## config.mk

```make
export PLATFORM = sky130hd
export DESIGN_NAME = stripe_sequencer
export DESIGN_NICKNAME = d
export VERILOG_FILES = /design/src/rtl/stripe_sequencer.sv
export SDC_FILE = /design/constraint.sdc
export NUM_CORES = 1
export LEC_CHECK = 0
export CORE_MARGIN = 2
export CORE_UTILIZATION = 45
export DETAILED_ROUTE_END_ITERATION = 16
export DONT_BUFFER_PORTS = 1
export GPL_TIMING_DRIVEN = 0
export SLEW_MARGIN = 10
export SYNTH_ARGS = -nofsm -noshare
export SYNTH_HDL_FRONTEND = slang
export SYNTH_SLANG_ARGS = --single-unit
export TNS_END_PERCENT = 50
```

## constraint.sdc

```tcl
create_clock -name i_clk -period 4.85 [get_ports i_clk]
set_input_delay 0.2425 -clock i_clk [delete_from_list [all_inputs] [get_ports i_clk]]
set_output_delay 0.2425 -clock i_clk [all_outputs]
set_load 0.01 [all_outputs]
```

## src/rtl/stripe_sequencer.sv

```systemverilog
// Stripe sequencer for a 64-PE systolic alignment array: loads one B word per stripe, streams A
// from the carried start position, and tracks per-stripe and best scores across the run.
module stripe_sequencer #(
  parameter int unsigned A_LEN    = 1024,
  parameter int unsigned A_AW     = 10,
  parameter int unsigned NUM_PE   = 64,
  parameter int unsigned SCORE_W  = 14,
  parameter int unsigned STRIPE_W = 4
) (
  input  logic                  i_clk,
  input  logic                  i_rst,
  input  logic                  i_go,
  input  logic [STRIPE_W:0]     i_num_stripes,
  output logic [STRIPE_W-1:0]   o_b_addr,
  input  logic [2*NUM_PE-1:0]   i_b_rdata,
  output logic [A_AW-1:0]       o_a_addr,
  input  logic [1:0]            i_a_rdata,
  output logic                  o_pe_start,
  output logic [2*NUM_PE-1:0]   o_pe_B,
  output logic [1:0]            o_pe_A,
  input  logic                  i_stripe_end,
  input  logic [A_AW-1:0]       i_start_position,
  input  logic [SCORE_W-1:0]    i_max_score_stripe,
  output logic                  o_busy,
  output logic                  o_stripe_done,
  output logic [STRIPE_W-1:0]   o_stripe_idx,
  output logic [SCORE_W-1:0]    o_stripe_score,
  output logic [SCORE_W-1:0]    o_best_score,
  output logic [STRIPE_W-1:0]   o_best_stripe,
  output logic                  o_done
);

  localparam logic [A_AW-1:0] A_LAST  = A_AW'(A_LEN - 1);
  localparam logic [A_AW:0]   A_LIMIT = (A_AW + 1)'(A_LEN);

  typedef enum logic [2:0] {
    StIdle,
    StLoadB,
    StWaitB,
    StGap,
    StStream,
    StDrain,
    StNext,
    StFin
  } state_e;

  state_e                state_q, state_d;
  logic [STRIPE_W:0]     num_q;
  logic [STRIPE_W-1:0]   k_q;
  logic [A_AW-1:0]       start_pos_q;
  logic [A_AW-1:0]       j_q;
  logic [2*NUM_PE-1:0]   pe_b_q;
  logic                  pe_start_q;
  logic [SCORE_W-1:0]    best_score_q;
  logic [STRIPE_W-1:0]   best_stripe_q;
  logic                  exhausted_q;
  logic                  zero_done_q;

  logic [A_AW:0]         sum;
  logic                  last_stripe;
  logic                  overflow;

  // Next stripe start, one bit wider so running off the end of A is visible.
  assign sum         = {1'b0, start_pos_q} + {1'b0, i_start_position} + (A_AW + 1)'(1);
  assign overflow    = (sum >= A_LIMIT);
  assign last_stripe = (({1'b0, k_q} + (STRIPE_W + 1)'(1)) == num_q);

  always_ff @(posedge i_clk) begin
    if (i_rst) begin
      state_q <= StIdle;
    end else begin
      state_q <= state_d;
    end
  end

  always_comb begin
    state_d = state_q;
    unique case (state_q)
      StIdle:   if (i_go && (i_num_stripes != '0)) state_d = StLoadB;
      StLoadB:  state_d = StWaitB;
      StWaitB:  state_d = StGap;
      StGap:    state_d = StStream;
      StStream: begin
        if (i_stripe_end) begin
          state_d = StNext;
        end else if (j_q == A_LAST) begin
          state_d = StDrain;
        end
      end
      StDrain:  if (i_stripe_end) state_d = StNext;
      StNext:   state_d = (last_stripe || exhausted_q || overflow) ? StFin : StLoadB;
      StFin:    state_d = StIdle;
      default:  state_d = StIdle;
    endcase
  end

  always_ff @(posedge i_clk) begin
    if (i_rst) begin
      num_q         <= '0;
      k_q           <= '0;
      start_pos_q   <= '0;
      j_q           <= '0;
      pe_b_q        <= '0;
      pe_start_q    <= 1'b0;
      best_score_q  <= '0;
      best_stripe_q <= '0;
      exhausted_q   <= 1'b0;
      zero_done_q   <= 1'b0;
    end else begin
      zero_done_q <= 1'b0;
      // Start follows the address by one cycle so it lines up with the A read data.
      pe_start_q  <= (state_q == StStream) && !i_stripe_end;
      case (state_q)
        StIdle: begin
          if (i_go) begin
            num_q         <= i_num_stripes;
            k_q           <= '0;
            start_pos_q   <= '0;
            best_score_q  <= '0;
            best_stripe_q <= '0;
            exhausted_q   <= 1'b0;
            zero_done_q   <= (i_num_stripes == '0);
          end
        end
        StWaitB: pe_b_q <= i_b_rdata;
        StGap:   j_q <= start_pos_q;
        StStream: begin
          if (!i_stripe_end) begin
            if (j_q == A_LAST) begin
              exhausted_q <= 1'b1;
            end else begin
              j_q <= j_q + A_AW'(1);
            end
          end
        end
        StNext: begin
          // Strictly greater: a tie keeps the earlier stripe.
          if (i_max_score_stripe > best_score_q) begin
            best_score_q  <= i_max_score_stripe;
            best_stripe_q <= k_q;
          end
          start_pos_q <= sum[A_AW-1:0];
          k_q         <= k_q + STRIPE_W'(1);
        end
        default: ;
      endcase
    end
  end

  always_comb begin
    o_busy         = 1'b0;
    o_stripe_done  = 1'b0;
    o_stripe_idx   = '0;
    o_stripe_score = '0;
    o_done         = zero_done_q;
    unique case (state_q)
      StIdle: ;
      StNext: begin
        o_busy         = 1'b1;
        o_stripe_done  = 1'b1;
        o_stripe_idx   = k_q;
        o_stripe_score = i_max_score_stripe;
      end
      StFin:   o_done = 1'b1;
      default: o_busy = 1'b1;
    endcase
  end

  assign o_b_addr      = k_q;
  assign o_a_addr      = j_q;
  assign o_pe_start    = pe_start_q;
  assign o_pe_B        = pe_b_q;
  assign o_pe_A        = i_a_rdata;
  assign o_best_score  = best_score_q;
  assign o_best_stripe = best_stripe_q;

endmodule

```

Word level (Yosys, flattened, before mapping)
Index checks and enable logic that the tools add are counted.
{"block": "classes", "magnitude_cmp": 2, "bitwise": 2, "n_reduce_logical": 19, "n_eq_ne": 17, "muxes": 27, "addsub": 5}
{"operator": "$mux W14", "n": 3}
{"operator": "$pmux W10 S2", "n": 2}
{"operator": "$mux W10", "n": 3}
{"operator": "$pmux W14 S2", "n": 1}
{"operator": "$pmux W3 S8", "n": 1}
{"operator": "$pmux W4 S2", "n": 2}
{"operator": "$mux W3", "n": 5}
{"operator": "$gt A14 B14 Y1", "n": 1}
{"operator": "$ne A2 B2 Y1 const B", "n": 7}
{"operator": "$eq A3 B3 Y1 const B", "n": 4}
{"operator": "$mux W4", "n": 3}
{"operator": "$add A10 B10 Y11", "n": 1}
{"operator": "$add A11 B1 Y11 const B", "n": 1}
{"operator": "$ge A11 B11 Y1 const B", "n": 1}
{"operator": "$add A10 B1 Y10 const B", "n": 1}
{"operator": "$eq A10 B10 Y1 const B", "n": 1}
{"operator": "$reduce_and A3 Y1", "n": 3}
{"operator": "$eq A3 B2 Y1 const B", "n": 2}
{"operator": "$mux W1", "n": 6}
{"operator": "$reduce_bool A2 Y1", "n": 3}
{"operator": "$add A4 B1 Y5 const B", "n": 1}
{"operator": "$eq A5 B5 Y1", "n": 1}
{"operator": "$logic_not A5 Y1", "n": 1}
{"operator": "$reduce_bool A5 Y1", "n": 1}
{"operator": "13 further kinds", "n": 17}
{"block": "word_totals", "input_bits": 163, "wordCells": 83, "register_bits": 181}

Longest topological paths before layout
{"block": "depth", "ltp_word": 6, "ltp_mapped": 10, "depth_no_buf": 10}

Worst setup path before layout
Ideal clock, no wire load.
{"block": "synth_path", "kind": "register to register", "from": "register start_pos_q[0]", "to": "register start_pos_q[8]", "arrival_ns": 2.243, "path_slack_ns": 2.537, "stages_incl_launch_ff": 11, "t_required_ns": 4.780, "setup_ns": 0.070, "path_cell_list": "dfxtp_1 inv_1 ha_1 inv_1 fa_1 a211oi_1 o21bai_1 a2111oi_0 o31a_1 o21ai_1 a21oi_1"}
{"block": "synth_between", "elab_chain_len": 3}
{"item": "from (decl)", "line_no": "50", "text": "logic [A_AW-1:0] start_pos_q;"}
{"item": "from (signal assigned)", "line_no": "142", "text": "start_pos_q <= sum[A_AW-1:0];"}
{"item": "$add A10 B10 Y11", "line_no": "64", "text": "assign sum = {1'b0, start_pos_q} + {1'b0, i_start_position} + (A_AW + 1)'(1);"}
{"item": "$add A11 B1 Y11", "line_no": "64"}
{"item": "$pmux W10 S2", "line_no": "113", "text": "case (state_q)"}
Every way passes these cells.
A chain may end at the register's enable or synchronous reset.

Worst setup path in the final report
Same ends and word-level chain as after synthesis.

==> results.json <==
{
  "outcome": "complete, no violations",
  "initial_antenna_violation_count": 0,
  "post_drt_via_cell_ratio": 5.337,
  "h_tree_levels": 4,
  "buffer_ports.inserted": 0,
  "nNetsFinal": 1306,
  "postCtsHoldBufs": 134,
  "final-setup-viol-count": 0,
  "worst-endpoint-arrival_ns": 3.15,
  "detailed_place.area_um2": 7879,
  "worstPathRequired_ns": 5.21,
  "clock-root-buffer": "sky130_fd_sc_hd__clkbuf_16",
  "worst_r2r_path_depth": 10,
  "worstSetupPathType": "reg2reg",
  "nets_in_the_synthesized_netlist": 1153,
  "cts_buffer_depth": 2,
  "synth_cells": 963,
  "finalHoldWorstSlack_ns": 0.03093,
  "grt.overflow.total": 0,
  "routedWlPerCell_um": 17.97,
  "fmaxAchievable_ghz": 0.3582,
  "drt-pass1-iter-count": 6,
  "synthFlopType": "sky130_fd_sc_hd__dfxtp_1",
  "post_cts_setup_buffer_count": 0,
  "slew_headroom_pct": 29.62,
  "final_cell_mix": "sky130_fd_sc_hd__nand2_1, sky130_fd_sc_hd__dfxtp_1, sky130_fd_sc_hd__a21oi_1, sky130_fd_sc_hd__dlygate4sd3_1, sky130_fd_sc_hd__clkbuf_1",
  "pwr_density_nw_per_um2": 390.3,
  "timing_worst_slew_pin_value_ns": 1.048,
  "crit_path_end_kind": "flip-flop",
  "drcViolationCount": 0,
  "timing.critical_path.cells": "inv_1 > ha_1 > inv_1 > fa_1 > a211oi_1 > o21bai_1 > a2111oi_0 > o31a_1 > o21ai_1 > a21oi_1",
  "grt_pass1_wl_um": 37630,
  "drv_cap": 0,
  "initial_core_util_pct": 46.01,
  "fin_ws_ns": 2.058,
  "leakage_nw": 3.673,
  "final_area_um2": 9793,
  "cts_inserted_buffers": 17,
  "slew_violations": 0,
  "synth_edf_count": 0,
  "drtIter0Drc": 394,
  "holdCritStartpoint": "i_stripe_end",
  "post-route-min-period_ns": 2.792,
  "reg2reg_slack_ns": 2.06,
  "hp-class": "in2reg",
  "max_fo_critical_path": 3,
  "clkSinkCount": 181,
  "yosys_register_bits": 181,
  "yosys.cell_types.count": 55,
  "pin_count": 347,
  "number_of_global_route_vias_before_repair": 7105,
  "final.setup.tns_ns": 0,
  "dp.final_hpwl_um": 17590,
  "clk-insertion-delay-late_ns": 0.43,
  "grt_max_degree": 17,
  "regToRegEndpoint": "start_pos_q[8]$_SDFFE_PP0P_",
  "clock-skew-final_ns": 0.01548,
  "postRouteAntennaNets": 0,
  "synthesis.yosys.warnings": 0,
  "layout-area-overhead-vs-synth_pct": 28.80,
  "crit_path_start_kind": "flip-flop",
  "dp_slack_ns": 2.102,
  "die_x_um": 134.0,
  "die_y_um": 134.0,
  "unrepaired_setup_endpoints_after_global_routing": "no",
  "critical_path_max_stage_delay_ns": 0.66,
  "post-route-period-util_pct": 57.56,
  "synth_seq_area_share_pct": 47.66,
  "timing_hold_violations_final": 0,
  "routabilityCongestion": 0.8132,
  "share_of_layout_cells_above_drive_strength_1_pct": 3.720,
  "rr_startpoint": "start_pos_q[0]$_SDFFE_PP0P_",
  "cts.repair.resized": 0,
  "num_vias": 7199,
  "floorplan.rows": 47,
  "syn-cell-area_um2": 7604,
  "totalPowerFinal_mw": 3.822,
  "drt-total-wl_um": 24240,
  "number_of_filler_instances_in_the_final_layout": 1491,
  "grt.total_usage_pct": 26.54,
  "clk_pin_slew_worst_paths_ns": 0.07,
  "dieArea_um2": 17950,
  "antennaDiodeCount": 0,
  "critPathSlowestCell": "sky130_fd_sc_hd__a2111oi_0",
  "synth_area_per_cell_um2": 7.896,
  "synth-async-reset-ratio_pct": 0,
  "core_area_um2": 16520,
  "worst_path_most_repeated_cell": "sky130_fd_sc_hd__inv_1",
  "max-vdd-ir-drop_v": 0.0002544,
  "hold-path-endpoint": "state_q[1]$_SDFFE_PP0P_",
  "tritoncts": "done",
  "whs_path_depth": 2,
  "layout.cells.most_common": "sky130_fd_sc_hd__nand2_1"
}
-- final cells by class --
class / count / area, µm² / share of cell area, %
plain buffers: 67 / 292.8 / 2.990
clock buffers: 21 / 460.4 / 4.702
flip-flops and latches: 181 / 3623 / 37.00
well taps: 220 / 275.3 / 2.811
inverters: 21 / 78.83 / 0.8049
clock inverters: 11 / 112.6 / 1.150
repair buffers: 134 / 1341 / 13.70
multi-input cells: 694 / 3608 / 36.85
-- worst max-delay path by stage --
stage                                            from                           to  slack (ns)  depth (start not counted)
after global routing      start_pos_q[0]$_SDFFE_PP0P_  start_pos_q[8]$_SDFFE_PP0P_        1.87                         10
after detailed placement  start_pos_q[0]$_SDFFE_PP0P_  start_pos_q[8]$_SDFFE_PP0P_        2.10                         10
after global placement    start_pos_q[0]$_SDFFE_PP0P_  start_pos_q[8]$_SDFFE_PP0P_        2.21                         10
after floorplan           start_pos_q[0]$_SDFFE_PP0P_  start_pos_q[8]$_SDFFE_PP0P_        2.54                         10
final                     start_pos_q[0]$_SDFFE_PP0P_  start_pos_q[8]$_SDFFE_PP0P_        2.06                         10
after CTS                 start_pos_q[0]$_SDFFE_PP0P_  start_pos_q[8]$_SDFFE_PP0P_        2.08                         10
-- where the power goes --
| group | internal [mW] | leakage (nW) | total (mW) | switching [mW] |
|---|---|---|---|---|
| Sequential | 1.62 | 1.47 | 1.79 | 0.168 |
| Clock | 0.748 | 0.285 | 1.37 | 0.619 |
| Combinational | 0.259 | 1.92 | 0.666 | 0.407 |
| Total | 2.63 | 3.67 | 3.82 | 1.19 |
-- layer usage --
layer	vias up	share of wire [%]	GRT usage, %
met2	301	49	46.01
met5	-	0	0
met3	57	8.3	8.881
li1	3534	-	-
met1	3307	39	29.93
met4	0	3.5	10.99
-- cells in the mapped netlist, types with 2 or more instances --
cell,n,area share [%]
sky130_fd_sc_hd__a2111oi_0,2,0.23
sky130_fd_sc_hd__a211oi_1,4,0.39
sky130_fd_sc_hd__a21boi_0,2,0.20
sky130_fd_sc_hd__a21o_1,2,0.20
sky130_fd_sc_hd__a21oi_1,165,11
sky130_fd_sc_hd__a22oi_1,4,0.39
sky130_fd_sc_hd__a311oi_1,3,0.35
sky130_fd_sc_hd__a31oi_1,4,0.33
sky130_fd_sc_hd__and3_1,20,1.6
sky130_fd_sc_hd__buf_1,6,0.30
sky130_fd_sc_hd__buf_2,2,0.13
sky130_fd_sc_hd__buf_4,4,0.39
sky130_fd_sc_hd__clkbuf_1,53,2.6
sky130_fd_sc_hd__dfxtp_1,181,48
sky130_fd_sc_hd__ha_1,26,4.3
sky130_fd_sc_hd__inv_1,20,0.99
sky130_fd_sc_hd__mux2i_1,19,2.5
sky130_fd_sc_hd__nand2_1,290,14
sky130_fd_sc_hd__nand2b_1,8,0.66
sky130_fd_sc_hd__nand3_1,8,0.53
sky130_fd_sc_hd__nand3b_1,3,0.30
sky130_fd_sc_hd__nand4_1,6,0.49
sky130_fd_sc_hd__nor2_1,45,2.2
sky130_fd_sc_hd__nor2b_1,5,0.41
sky130_fd_sc_hd__nor3_1,16,1.1
sky130_fd_sc_hd__nor4_1,2,0.16
sky130_fd_sc_hd__o21ai_0,14,0.92
sky130_fd_sc_hd__o21ai_1,5,0.33
sky130_fd_sc_hd__o21bai_1,3,0.30
sky130_fd_sc_hd__o31ai_1,4,0.39
sky130_fd_sc_hd__o32ai_1,3,0.35
sky130_fd_sc_hd__o41ai_1,2,0.23
sky130_fd_sc_hd__or3_1,2,0.16
sky130_fd_sc_hd__xnor2_1,5,0.58
sky130_fd_sc_hd__xor2_1,5,0.58
-- through the flow --
stage | cells | util (%)
CTS | 1349 | 59.26
floorplan | 963 | -
finish | 1349 | 59.26
global placement | 1183 | 47.68
detailed placement | 1183 | 47.68
global route | 1349 | 59.26
-- sequential cells by signal, summed over array words and instances (netlist names) --
signal,flops
exhausted_q,1
num_q,5
o_a_addr,10
o_b_addr,4
o_best_score,14
o_best_stripe,4
o_pe_B,128
o_pe_start,1
start_pos_q,10
state_q,3
zero_done_q,1
-- cell families after synthesis --
| kind of cell | after synthesis | synth area share (%) |
|---|---|---|
| xor gates and xnor gates | 10 | 1.152 |
| buffers and inverters | 88 | 4.887 |
| muxes | 19 | 2.501 |
| adders and majority gates | 27 | 4.542 |
| and+or+nand+nor | 411 | 22.63 |
| AOI/OAI and AO/OA | 227 | 16.64 |
| DFF | 181 | 47.66 |
-- worst max-delay path, delay by kind of cell (launching register included) --
kind,cells,cell delay [ns]
DFF,1,0.34
adders and majority gates,2,0.61
AOI/OAI and AO/OA,6,1.60
buffers and inverters,2,0.16
Note: power is estimated with default switching activity, not from simulation.
